File: config.mk
export PLATFORM = sky130hd
export DESIGN_NAME = key_debouncer_flat
export DESIGN_NICKNAME = d
export VERILOG_FILES = /design/src/rtl/key_debouncer_if.sv /design/src/rtl/key_debouncer.sv /design/src/flat_wrapper.sv
export SDC_FILE = /design/constraint.sdc
export NUM_CORES = 1
export LEC_CHECK = 0
export CAP_MARGIN = 10
export CORE_MARGIN = 2
export CORE_UTILIZATION = 55
export CTS_BUF_LIST = sky130_fd_sc_hd__clkbuf_4 sky130_fd_sc_hd__clkbuf_8
export DETAILED_ROUTE_END_ITERATION = 16
export PLACE_DENSITY = 0.73
export SYNTH_ARGS = -nofsm -noshare
export SYNTH_HDL_FRONTEND = slang
export SYNTH_SLANG_ARGS = --single-unit
File: constraint.sdc
create_clock -name clk -period 2.3 [get_ports clk]
set_input_delay 0.69 -clock clk [delete_from_list [all_inputs] [get_ports clk]]
set_output_delay 0.69 -clock clk [all_outputs]
set_load 0.005 [all_outputs]
File: src/rtl/key_debouncer_if.sv
// key_debouncer_if: raw push-button levels in, debounced levels and edge pulses out.
interface key_debouncer_if #(
    parameter int w_key = 4
);
    logic [w_key-1:0] key_raw;
    logic [w_key-1:0] key_db;
    logic [w_key-1:0] key_pressed;
    logic [w_key-1:0] key_released;
    modport master (output key_raw, input key_db, key_pressed, key_released);
    modport slave (input key_raw, output key_db, key_pressed, key_released);
endinterface

File: src/rtl/key_debouncer.sv
// key_debouncer: per-key two-flop synchroniser plus stability counter.
// Emits the clean level and one-cycle press/release pulses.
module key_debouncer #(
    parameter int clk_mhz        = 50,
    parameter int w_key          = 4,
    parameter int debounce_us    = 10000,
    parameter int key_active_low = 0
) (
    input logic            clk,
    input logic            rst,
    key_debouncer_if.slave bus
);
    localparam int N  = clk_mhz * debounce_us;
    localparam int CW = (N < 2) ? 1 : $clog2(N);
    localparam logic [CW-1:0] LAST = CW'(N - 1);
    if (N < 2) begin : g_bad_n
        $error("key_debouncer: clk_mhz * debounce_us must be at least 2");
    end
    logic [w_key-1:0] w_in;
    logic [w_key-1:0] r_s1;
    logic [w_key-1:0] r_s2;
    logic [w_key-1:0] r_db;
    logic [w_key-1:0] r_pressed;
    logic [w_key-1:0] r_released;
    logic [CW-1:0]    r_cnt [w_key];
    assign w_in = bus.key_raw ^ {w_key{key_active_low != 0}};
    // Any sample agreeing with db discards the partial count; commit on the Nth disagreeing sample.
    always_ff @(posedge clk or negedge rst) begin
        if (!rst) begin
            r_s1       <= '0;
            r_s2       <= '0;
            r_db       <= '0;
            r_pressed  <= '0;
            r_released <= '0;
            for (int i = 0; i < w_key; i++) r_cnt[i] <= '0;
        end else begin
            r_s1 <= w_in;
            r_s2 <= r_s1;
            for (int i = 0; i < w_key; i++) begin
                r_pressed[i]  <= 1'b0;
                r_released[i] <= 1'b0;
                if (r_s2[i] == r_db[i]) begin
                    r_cnt[i] <= '0;
                end else if (r_cnt[i] != LAST) begin
                    r_cnt[i] <= r_cnt[i] + CW'(1);
                end else begin
                    r_db[i]       <= r_s2[i];
                    r_cnt[i]      <= '0;
                    r_pressed[i]  <= r_s2[i];
                    r_released[i] <= !r_s2[i];
                end
            end
        end
    end
    assign bus.key_db       = r_db;
    assign bus.key_pressed  = r_pressed;
    assign bus.key_released = r_released;
endmodule

File: src/flat_wrapper.sv
// flat-port wrapper written by rule: the top's interface ports become plain ports
module key_debouncer_flat 
#(
    parameter int clk_mhz        = 50,
    parameter int w_key          = 4,
    parameter int debounce_us    = 10000,
    parameter int key_active_low = 0
)
  (clk, rst, bus_key_raw, bus_key_db, bus_key_pressed, bus_key_released);
  key_debouncer_if #(.w_key(w_key)) bus_i ();
  input logic clk;
  input logic rst;
  input wire logic [$bits(bus_i.key_raw)-1:0] bus_key_raw;
  output wire logic [$bits(bus_i.key_db)-1:0] bus_key_db;
  output wire logic [$bits(bus_i.key_pressed)-1:0] bus_key_pressed;
  output wire logic [$bits(bus_i.key_released)-1:0] bus_key_released;
  assign bus_i.key_raw = bus_key_raw;
  assign bus_key_db = bus_i.key_db;
  assign bus_key_pressed = bus_i.key_pressed;
  assign bus_key_released = bus_i.key_released;
  key_debouncer #(.clk_mhz(clk_mhz), .w_key(w_key), .debounce_us(debounce_us), .key_active_low(key_active_low)) u_core (.clk(clk), .rst(rst), .bus(bus_i));
endmodule
## Word-level counts from Yosys, hierarchy flattened

Index checks and enable logic that the tools add are counted.

| operators by class | value |
|---|---|
| add/subtract/negate cells | 4 |
| eq/ne operators | 8 |
| muxes and demuxes | 24 |
| bitwise gates (word level) | 8 |
| reduce and logical (&&, ||, !) cells | 8 |

Operators with widths:

| cell | number |
|---|---|
| 2-to-1 mux 19 bit | 8 |
| adder 19 x 1 -> 19 bit (second input constant) | 4 |
| != test 19 bit (second input constant) | 4 |
| 2-to-1 mux 1 bit | 16 |
| inverter 1 bit | 8 |
| AND reduction 2 bit | 4 |
| equality test 1 bit | 4 |
| logical NOT 1 bit | 4 |

| storage, ports and cells | value |
|---|---|
| bits in registers | 96 |
| bits of input ports | 6 |
| word-level logic and storage cells | 64 |

## Longest topological paths before layout

Gate-level depths: netlist of run 1.

| logic depth | value |
|---|---|
| depth in word-level cells | 3 |
| mapped depth | 7 |
| mapped depth without buffers | 5 |

## Worst setup path before layout of run 1

Ideal clock, no wire load.

| timing | value |
|---|---|
| path kind | register to register |
| start point | register u_core.r_cnt[30] (netlist bit) |
| end point | register u_core.r_db[2] (netlist: u_core.bus.key_db[2]) |
| setup time | 125 ps |
| data arrival time | 1961 ps |
| required time | 2175 ps |
| path slack | 214 ps |
| cell stages (with the launch flop) | 5 |
| clock period less this slack | 2086 ps |
| cell sequence | dfrtp_1 -> or4b_1 -> or4_4 -> or2_4 -> mux2_4 |

| between the ends | value |
|---|---|
| cells in the longest elaborated chain, start to end | 3 |

Ends and longest elaborated chain:

| element | RTL line | source |
|---|---|---|
| start, declared | key_debouncer.sv:25 | `logic [CW-1:0] r_cnt [w_key];` |
| start signal, assigned by index | key_debouncer.sv:45 | `r_cnt[i] <= r_cnt[i] + CW'(1);` |
| != test 19 bit | key_debouncer.sv:44 | `end else if (r_cnt[i] != LAST) begin` |
| inverter 1 bit (no line) | - |  |
| AND reduction 2 bit (no line) | - |  |
| end signal, assigned by index | key_debouncer.sv:47 | `r_db[i] <= r_s2[i];` |
| end, declared | key_debouncer.sv:22 | `logic [w_key-1:0] r_db;` |

No other way between the ends.
A chain may end at the register's enable or synchronous reset.

## Worst setup path in the final report of run 1

Same ends and word-level chain as after synthesis.

==> summary.txt, run 1 <==
Critical path
  • Worst-case register-to-register setup slack: 0.15 ns
  • Endpoint of the lowest-slack register-to-register path: u_core.bus.key_db[2]
  • Req. time, crit path: 2.55 ns
  • Crit path buffers/inverters: 0
  • Maximum net fanout on the critical path: 6
  • CP Data Arrival Time: ~2.4 ns
  • Cell with the biggest individual delay on the critical path: sky130_fd_sc_hd__or4_4
  • Critical path cell sequence: or4b_1, or4_4, or2_4, mux2_4
  • Setup CP Type: flop to flop
  • Startpoint of the worst register-to-register path: u_core.r_cnt[30]
  • Kind of cell with the highest combined delay on the critical path: simple AND/OR/NAND/NOR gates
  • Type of origin of the critical path: flop
  • Slowest stage delay, CP: around 0.53 ns
  • R2R depth: 4
  • Endpoint type of the worst setup path: flop

STA
  • Clock period minus final worst setup slack: between 2 and 2.5 ns
  • Transition at the pin with the smallest max-transition slack: between 0.5 and 0.6 ns
  • Number of max-slew violations in the final report: 0
  • Final worst path period share: 93.6%
  • RSZ-0062 raised after global routing: no
  • Headroom to the max-slew limit: between 60 and 70%
  • Sum of negative setup slack: 0 ns
  • Number of setup violations in the final report: 0
  • Maximum clock frequency: about 460 MHz
  • Final Skew: a little over 0.008 ns
  • Final count of hold timing violations: 0

Floorplan
  • Die footprint: 0.00875 mm2
  • X dimension of the die: roughly 94 um
  • Die H: around 94 um
  • CORE AREA: about 0.0078 mm2
  • Number of top-level design ports: 18
  • Number of standard-cell rows in the floorplan: 32
  • Initial core utilization: 56.8%

Route
  • Via density per instance: between 5 and 6
  • Detail-routed net length per standard cell: around 14 um
  • Post-route antenna net violation count: 0
  • Iteration-0 DRC Markers: about 120
  • Overall via count from detail_route: around 3200
  • First-pass iteration count of the detailed router: 4
  • Routed wire length: ~8000 um
  • Post-detailed-route DRC marker count: 0

Outcome
  • Outcome: finished clean

Power
  • Pwr per Cell Area: 630 mW/mm2
  • Leak pwr: 2.05 nW
  • Highest ir drop seen on vdd: 0.380 mV

Synthesis
  • Fraction of the yosys area taken by sequential cells: a little over half
  • Register bit total from synthesis: 96
  • Syn Std Cell Area: around 0.0044 mm2
  • Fraction of synthesized cell area taken by the top area cell type: 54.5%
  • Mean cell area of the mapped netlist: about 11 um2
  • Syn Inst Count: about 420
  • Post-synth net total: 427
  • Total number of yosys warnings: 0
  • Distinct cells, synth: 39
  • Cell accounting for the most synthesized area: sky130_fd_sc_hd__dfrtp_1
  • Top area cells in the synthesized netlist: sky130_fd_sc_hd__dfrtp_1 54%, sky130_fd_sc_hd__xor2_1 6.0%, sky130_fd_sc_hd__xnor2_1 4.4%

Placed design
  • Area of placed instances: ~0.0048 mm2
  • Weighted congestion at the end of routability-driven global placement: between 0.8 and 0.9
  • Detail Placement HPWL: between 5000 and 6000 um
  • Input/output buffers: 17

Clock tree
  • Cell chosen for the clock root: sky130_fd_sc_hd__clkbuf_8
  • Post-CTS Setup Bufs: 0
  • Count of cells resized by post-cts repair: 0
  • Clock transition at path regs: roughly 0.09 ns
  • Buffer depth of the longest clock path: 2
  • TritonCTS clock tree: done
  • Clock latency of the later-clocked register in the worst-skew pair: 0.36 ns
  • Hold bufs inserted after CTS: 0
  • Count of clock tree sinks: 96
  • CTS H-tree lvls: 3
  • Number of buffers created by CTS: 9

Flow run
  • Max-capacitance violation count: 0

Worst hold path
  • Worst hold-check path type: input port to asynchronous set/reset pin

Global routing
  • First-pass GRT wire length: ~14000 um
  • Pin count of the biggest net entering global routing: 97
  • Overall track demand over capacity in global routing: approximately 20%
  • Vias in the first global route: 2977
  • Remaining global-route overflow: 0
  • Initial antenna violation count: 0

Final layout
  • Number of diodes: 0
  • Number of nets in the final layout: roughly 460
  • Area Overhead vs Synth: 13.4%
  • Post-route cell area: 0.00500 mm2
  • Fraction of layout cells with a size suffix above 1: roughly a tenth
[area by class of cell]
type                            count  area, um2
Timing Repair Buffer               28        263
Sequential cell                    96       2400
Clock buffer                        9        124
Tap cell                          102        128
Clock inverter                      7        119
Inverter                            4       15.0
Multi-Input combinational cell    307       1950
Fill cell                         630       2770
[sequential cells by signal, indices dropped and copies added (netlist names)]
name                     count
u_core.r_cnt                76
u_core.r_s2                  4
u_core.bus.key_db            4
u_core.bus.key_pressed       4
u_core.bus.key_released      4
u_core.r_s1                  4
[how the worst max path moves through the flow]
stage                                 from  cells after the start              endpoint
final                     u_core.r_cnt[30]                      4  u_core.bus.key_db[2]
after global routing      u_core.r_cnt[71]                      4  u_core.bus.key_db[0]
after CTS                 u_core.r_cnt[30]                      4  u_core.bus.key_db[2]
after detailed placement  u_core.r_cnt[30]                      4  u_core.bus.key_db[2]
after global placement    u_core.r_cnt[30]                      4  u_core.bus.key_db[2]
after floorplan           u_core.r_cnt[30]                      4  u_core.bus.key_db[2]
[power by group]
| part | internal, mW | switching, mW | total, mW |
|---|---|---|---|
| clock | 0.724 | 0.581 | 1.31 |
| combinational | 0.0410 | 0.0705 | 0.111 |
| sequential | 1.71 | 0.0237 | 1.73 |
| total | 2.47 | 0.676 | 3.15 |
[cells in the mapped netlist, drive strengths merged]
library cell,number
dfrtp,96
nor2,50
xor2,30
nand2,28
xnor2,22
nand3,21
nand4,21
a21oi,20
or3,15
o21ai,13
or4,12
o31ai,11
and4,9
nor3b,8
and2,7
and3,7
clkbuf,7
nor4,7
nor3,6
ha,4
inv,4
mux2,4
buf,3
nand3b,3
nor4b,3
or2,2
or4b,2
nand4bb,1
or2b,1
[stage by stage]
stage / utilization (%) / setup slack, ns / power [mW] / hold WS (ns) / cells
6_report: 64.4 / 0.148 / 3.15 / 0.327 / 553
4_1_cts: 64.4 / 0.145 / 3.20 / 0.355 / 553
2_1_floorplan: - / 0.214 / 1.81 / 0.331 / 417
3_5_place_dp: 61.2 / 0.156 / 1.88 / 0.336 / 537
3_3_place_gp: 61.2 / 0.175 / 1.88 / 0.336 / 537
5_1_grt: 64.4 / 0.0528 / 3.28 / 0.363 / 553
[layout by cell type, fill, tap and decap left out, types with 8 or more instances in the layout]
master | synthesis | layout
sky130_fd_sc_hd__dfrtp_1 | 96 | 96
sky130_fd_sc_hd__nor2_1 | 50 | 50
sky130_fd_sc_hd__xor2_1 | 30 | 30
sky130_fd_sc_hd__nand2_1 | 28 | 28
sky130_fd_sc_hd__xnor2_1 | 22 | 22
sky130_fd_sc_hd__nand3_1 | 21 | 21
sky130_fd_sc_hd__nand4_1 | 20 | 20
sky130_fd_sc_hd__a21oi_1 | 20 | 20
sky130_fd_sc_hd__clkdlybuf4s50_1 | 0 | 16
sky130_fd_sc_hd__or3_1 | 15 | 15
sky130_fd_sc_hd__o21ai_0 | 12 | 12
sky130_fd_sc_hd__or4_1 | 11 | 11
sky130_fd_sc_hd__buf_4 | 1 | 11
sky130_fd_sc_hd__clkbuf_8 | 0 | 9
sky130_fd_sc_hd__and4_1 | 8 | 8
sky130_fd_sc_hd__o31ai_1 | 8 | 8
sky130_fd_sc_hd__nor3b_1 | 8 | 8
[logic make-up after synthesis]
family,share of synthesized area [%]
AO/OA/AOI/OAI,6.04
XOR/XNOR,10.3
adder cells (fa/ha/maj),1.13
buffers and inverters,1.33
flip-flops,54.5
multiplexers,1.11
AND/OR/NAND/NOR,25.6
[metal layers]
metal | vias up | share of wire [%] | GRT usage [%]
li1 | 1550 | - | -
met1 | 1559 | 47 | 26.4
met2 | 39 | 48 | 32.1
met3 | 11 | 3.0 | 4.43
met4 | 0 | 1.9 | 7.97
met5 | - | 0 | 0
Power figures use the tool's default switching activity.
==> run 2, diff against run 1 <==
CORE_MARGIN = 1.5   (was 2)
PLACE_DENSITY = 0.74   (was 0.73)
==> run 2 against run 1 <==
Net effect:
- first-iteration DRC count rose by 25%
- fmax down 0.61%
- largest power group unchanged
- power is 3.9% lower
- final cell count fell by 0.54%
- clock skew shrank 0.00059 ns
- count of clock-buffer cells in the layout increased by 1
==> summary.txt, run 2 (synthesized netlist as in run 1, its figures left out) <==
Outcome
  • Outcome: finished clean (unchanged)

Placed design
  • Weighted congestion at the end of routability-driven global placement: 0.853 (was 0.859)
  • Inst Count DP: 534 (was 537)
  • Place WS: 0.142 ns (was 0.156 ns)
  • Detail Placement HPWL: 5480 um (was 5290 um)
  • Input/output buffers: 17 (unchanged)

Critical path
  • Req. time, crit path: 2.55 ns (about the same)
  • Startpoint of the worst register-to-register path: u_core.r_cnt[30] (unchanged)
  • CP Data Arrival Time: 2.42 ns (was 2.40 ns)
  • Setup CP Type: flop to flop (unchanged)
  • Crit. Startpoint: u_core.r_cnt[30] (unchanged)
  • Endpoint type of the worst setup path: flop (unchanged)
  • Type of origin of the critical path: flop (unchanged)
  • Maximum net fanout on the critical path: 6 (unchanged)
  • Worst-case register-to-register setup slack: 0.14 ns (was 0.15 ns)

Final layout
  • Multi-input logic area: 0.00196 mm2 (was 0.00195 mm2)
  • Highest-count cells in the layout ignoring fill and taps: 96 x sky130_fd_sc_hd__dfrtp_1, 50 x sky130_fd_sc_hd__nor2_1, 30 x sky130_fd_sc_hd__xor2_1, 28 x sky130_fd_sc_hd__nand2_1, 22 x sky130_fd_sc_hd__xnor2_1 (unchanged)
  • Area Overhead vs Synth: 12.5% (was 13.4%)
  • Most flop-heavy register: u_core.r_cnt (unchanged)
  • Fraction of layout cells with a size suffix above 1: 9.15% (was 9.53%)
  • Number of nets in the final layout: 453 (was 456)
  • Final cell count without fillers: 550 (was 553)
  • Number of flip-flops under the largest register name: 76 (unchanged)
  • Storage cell area: 0.00240 mm2 (unchanged)
  • Number of diodes: 0 (unchanged)
  • Commonest non-fill, non-tap cell in the layout: sky130_fd_sc_hd__dfrtp_1 (unchanged)
  • Filler instances: 598 (was 630)

Clock tree
  • Post-CTS Setup Bufs: 0 (unchanged)
  • Clock transition at path regs: 0.09 ns (about the same)
  • TritonCTS clock tree: done (unchanged)
  • CTS H-tree lvls: 3 (unchanged)
  • Count of clock tree sinks: 96 (unchanged)
  • Cell chosen for the clock root: sky130_fd_sc_hd__clkbuf_8 (unchanged)
  • Clock latency of the later-clocked register in the worst-skew pair: 0.35 ns (was 0.36 ns)
  • Buffer depth of the longest clock path: 2 (unchanged)
  • Number of buffers created by CTS: 9 (unchanged)

Route
  • Routed wire length: 8070 um (was 7780 um)
  • Iteration-0 DRC Markers: 155 (was 124)
  • First-pass iteration count of the detailed router: 4 (unchanged)
  • Overall via count from detail_route: 3155 (was 3159)
  • Post-route antenna net violation count: 0 (unchanged)
  • Detail-routed net length per standard cell: 14.7 um (was 14.1 um)
  • Post-detailed-route DRC marker count: 0 (unchanged)
  • Via density per instance: 5.74 (was 5.71)

STA
  • Sum of negative setup slack: 0 ns (unchanged)
  • Number of setup violations in the final report: 0 (unchanged)
  • Number of max-slew violations in the final report: 0 (unchanged)
  • Clock period minus final worst setup slack: 2.16 ns (was 2.15 ns)
  • Transition at the pin with the smallest max-transition slack: 0.387 ns (was 0.529 ns)
  • Final count of hold timing violations: 0 (unchanged)
  • Final Skew: 0.00752 ns (was 0.00811 ns)
  • Maximum clock frequency: 462 MHz (was 465 MHz)
  • Worst path setup slack after routing: 0.135 ns (was 0.148 ns)
  • Final worst path period share: 94.1% (was 93.6%)
  • RSZ-0062 raised after global routing: no (unchanged)
  • Worst hold slack: 0.216 ns (was 0.327 ns)
  • Headroom to the max-slew limit: 73.9% (was 64.7%)

Power
  • Leak pwr: 2.04 nW (was 2.05 nW)
  • Proportion of power drawn by flip-flops and latches: 57.3% (was 55.0%)
  • NetSw: 0.655 mW (was 0.676 mW)
  • Switching portion of total power: 21.6% (was 21.4%)
  • Pwr per Cell Area: 610 mW/mm2 (was 630 mW/mm2)
  • Clock group share of total power: 38.9% (was 41.4%)
  • Logic pwr share: 3.7% (was 3.5%)
  • Highest ir drop seen on vdd: 0.435 mV (was 0.380 mV)
  • Internal portion of total power: 2.37 mW (was 2.47 mW)

Global routing
  • Initial antenna violation count: 0 (unchanged)
  • Pin count of the biggest net entering global routing: 49 (was 97)
  • Vias in the first global route: 3092 (was 2977)
  • First-pass GRT wire length: 14200 um (was 13700 um)
  • Remaining global-route overflow: 0 (unchanged)
  • Overall track demand over capacity in global routing: 20.9% (was 19.9%)

Floorplan
  • X dimension of the die: 92.6 um (was 93.6 um)
  • Number of top-level design ports: 18 (unchanged)
  • Initial core utilization: 57.1% (was 56.8%)
  • CORE AREA: 0.00773 mm2 (was 0.00777 mm2)
  • Number of standard-cell rows in the floorplan: 32 (unchanged)
  • Die H: 92.6 um (was 93.6 um)
  • Die footprint: 0.00857 mm2 (was 0.00875 mm2)

Flow run
  • Max-capacitance violation count: 0 (unchanged)

Worst hold path
  • Worst hold-check path type: input port to asynchronous set/reset pin (unchanged)
run 2: metal layers:
layer / global-route usage, % / share of wire [%]
met1: 27.8 / 48
met2: 33.9 / 47
met3: 4.02 / 3.0
met4: 7.95 / 1.7
met5: 0 / 0
run 2: critical path, cell delays in order, from the launching register on:
cell	delay [ns]
sky130_fd_sc_hd__dfrtp_1	0.45
sky130_fd_sc_hd__or4b_1	0.53
sky130_fd_sc_hd__or4_4	0.53
sky130_fd_sc_hd__or2_4	0.26
sky130_fd_sc_hd__mux2_4	0.29
run 2: final cells by class:
type | count | area share, %
Sequential cell | 96 | 48.4
Timing Repair Buffer | 25 | 4.84
Clock inverter | 6 | 1.69
Tap cell | 102 | 2.57
Clock buffer | 10 | 2.65
Inverter | 4 | 0.303
Multi-Input combinational cell | 307 | 39.5
run 2: repair_timing:
item / 4_1_cts / 5_1_grt
setup endpoints to repair: 0 / 14
hold buffers: 0 / 0
gates resized for setup: 0 / 2
run 2: final timing paths:
path,endpoint,cells after the start
max,u_core.bus.key_db[2],4
min,u_core.r_cnt[35],1
max reg2reg,u_core.bus.key_db[2],4
min reg2reg,u_core.r_s2[2],0
max in group asynchronous,u_core.r_cnt[0],2
min in group clk,u_core.r_s2[2],0
run 2: per-stage QoR:
step / instance area [um2] / total power, mW / util [%]
finish: 4960 / 3.03 / 64.2
CTS: 4950 / 3.07 / 64.1
global placement: 4730 / 1.88 / 61.3
detailed placement: 4730 / 1.88 / 61.3
global route: 4960 / 3.16 / 64.2
floorplan: 4410 / 1.81 / -
run 2: power groups by stage:
stage | registers, mW | logic, mW | clock network, mW
2_1_floorplan | 1.76 | 0.0479 | 0
3_3_place_gp | 1.77 | 0.111 | 0
3_5_place_dp | 1.77 | 0.115 | 0
4_1_cts | 1.73 | 0.117 | 1.22
5_1_grt | 1.74 | 0.131 | 1.29
6_report | 1.73 | 0.113 | 1.18
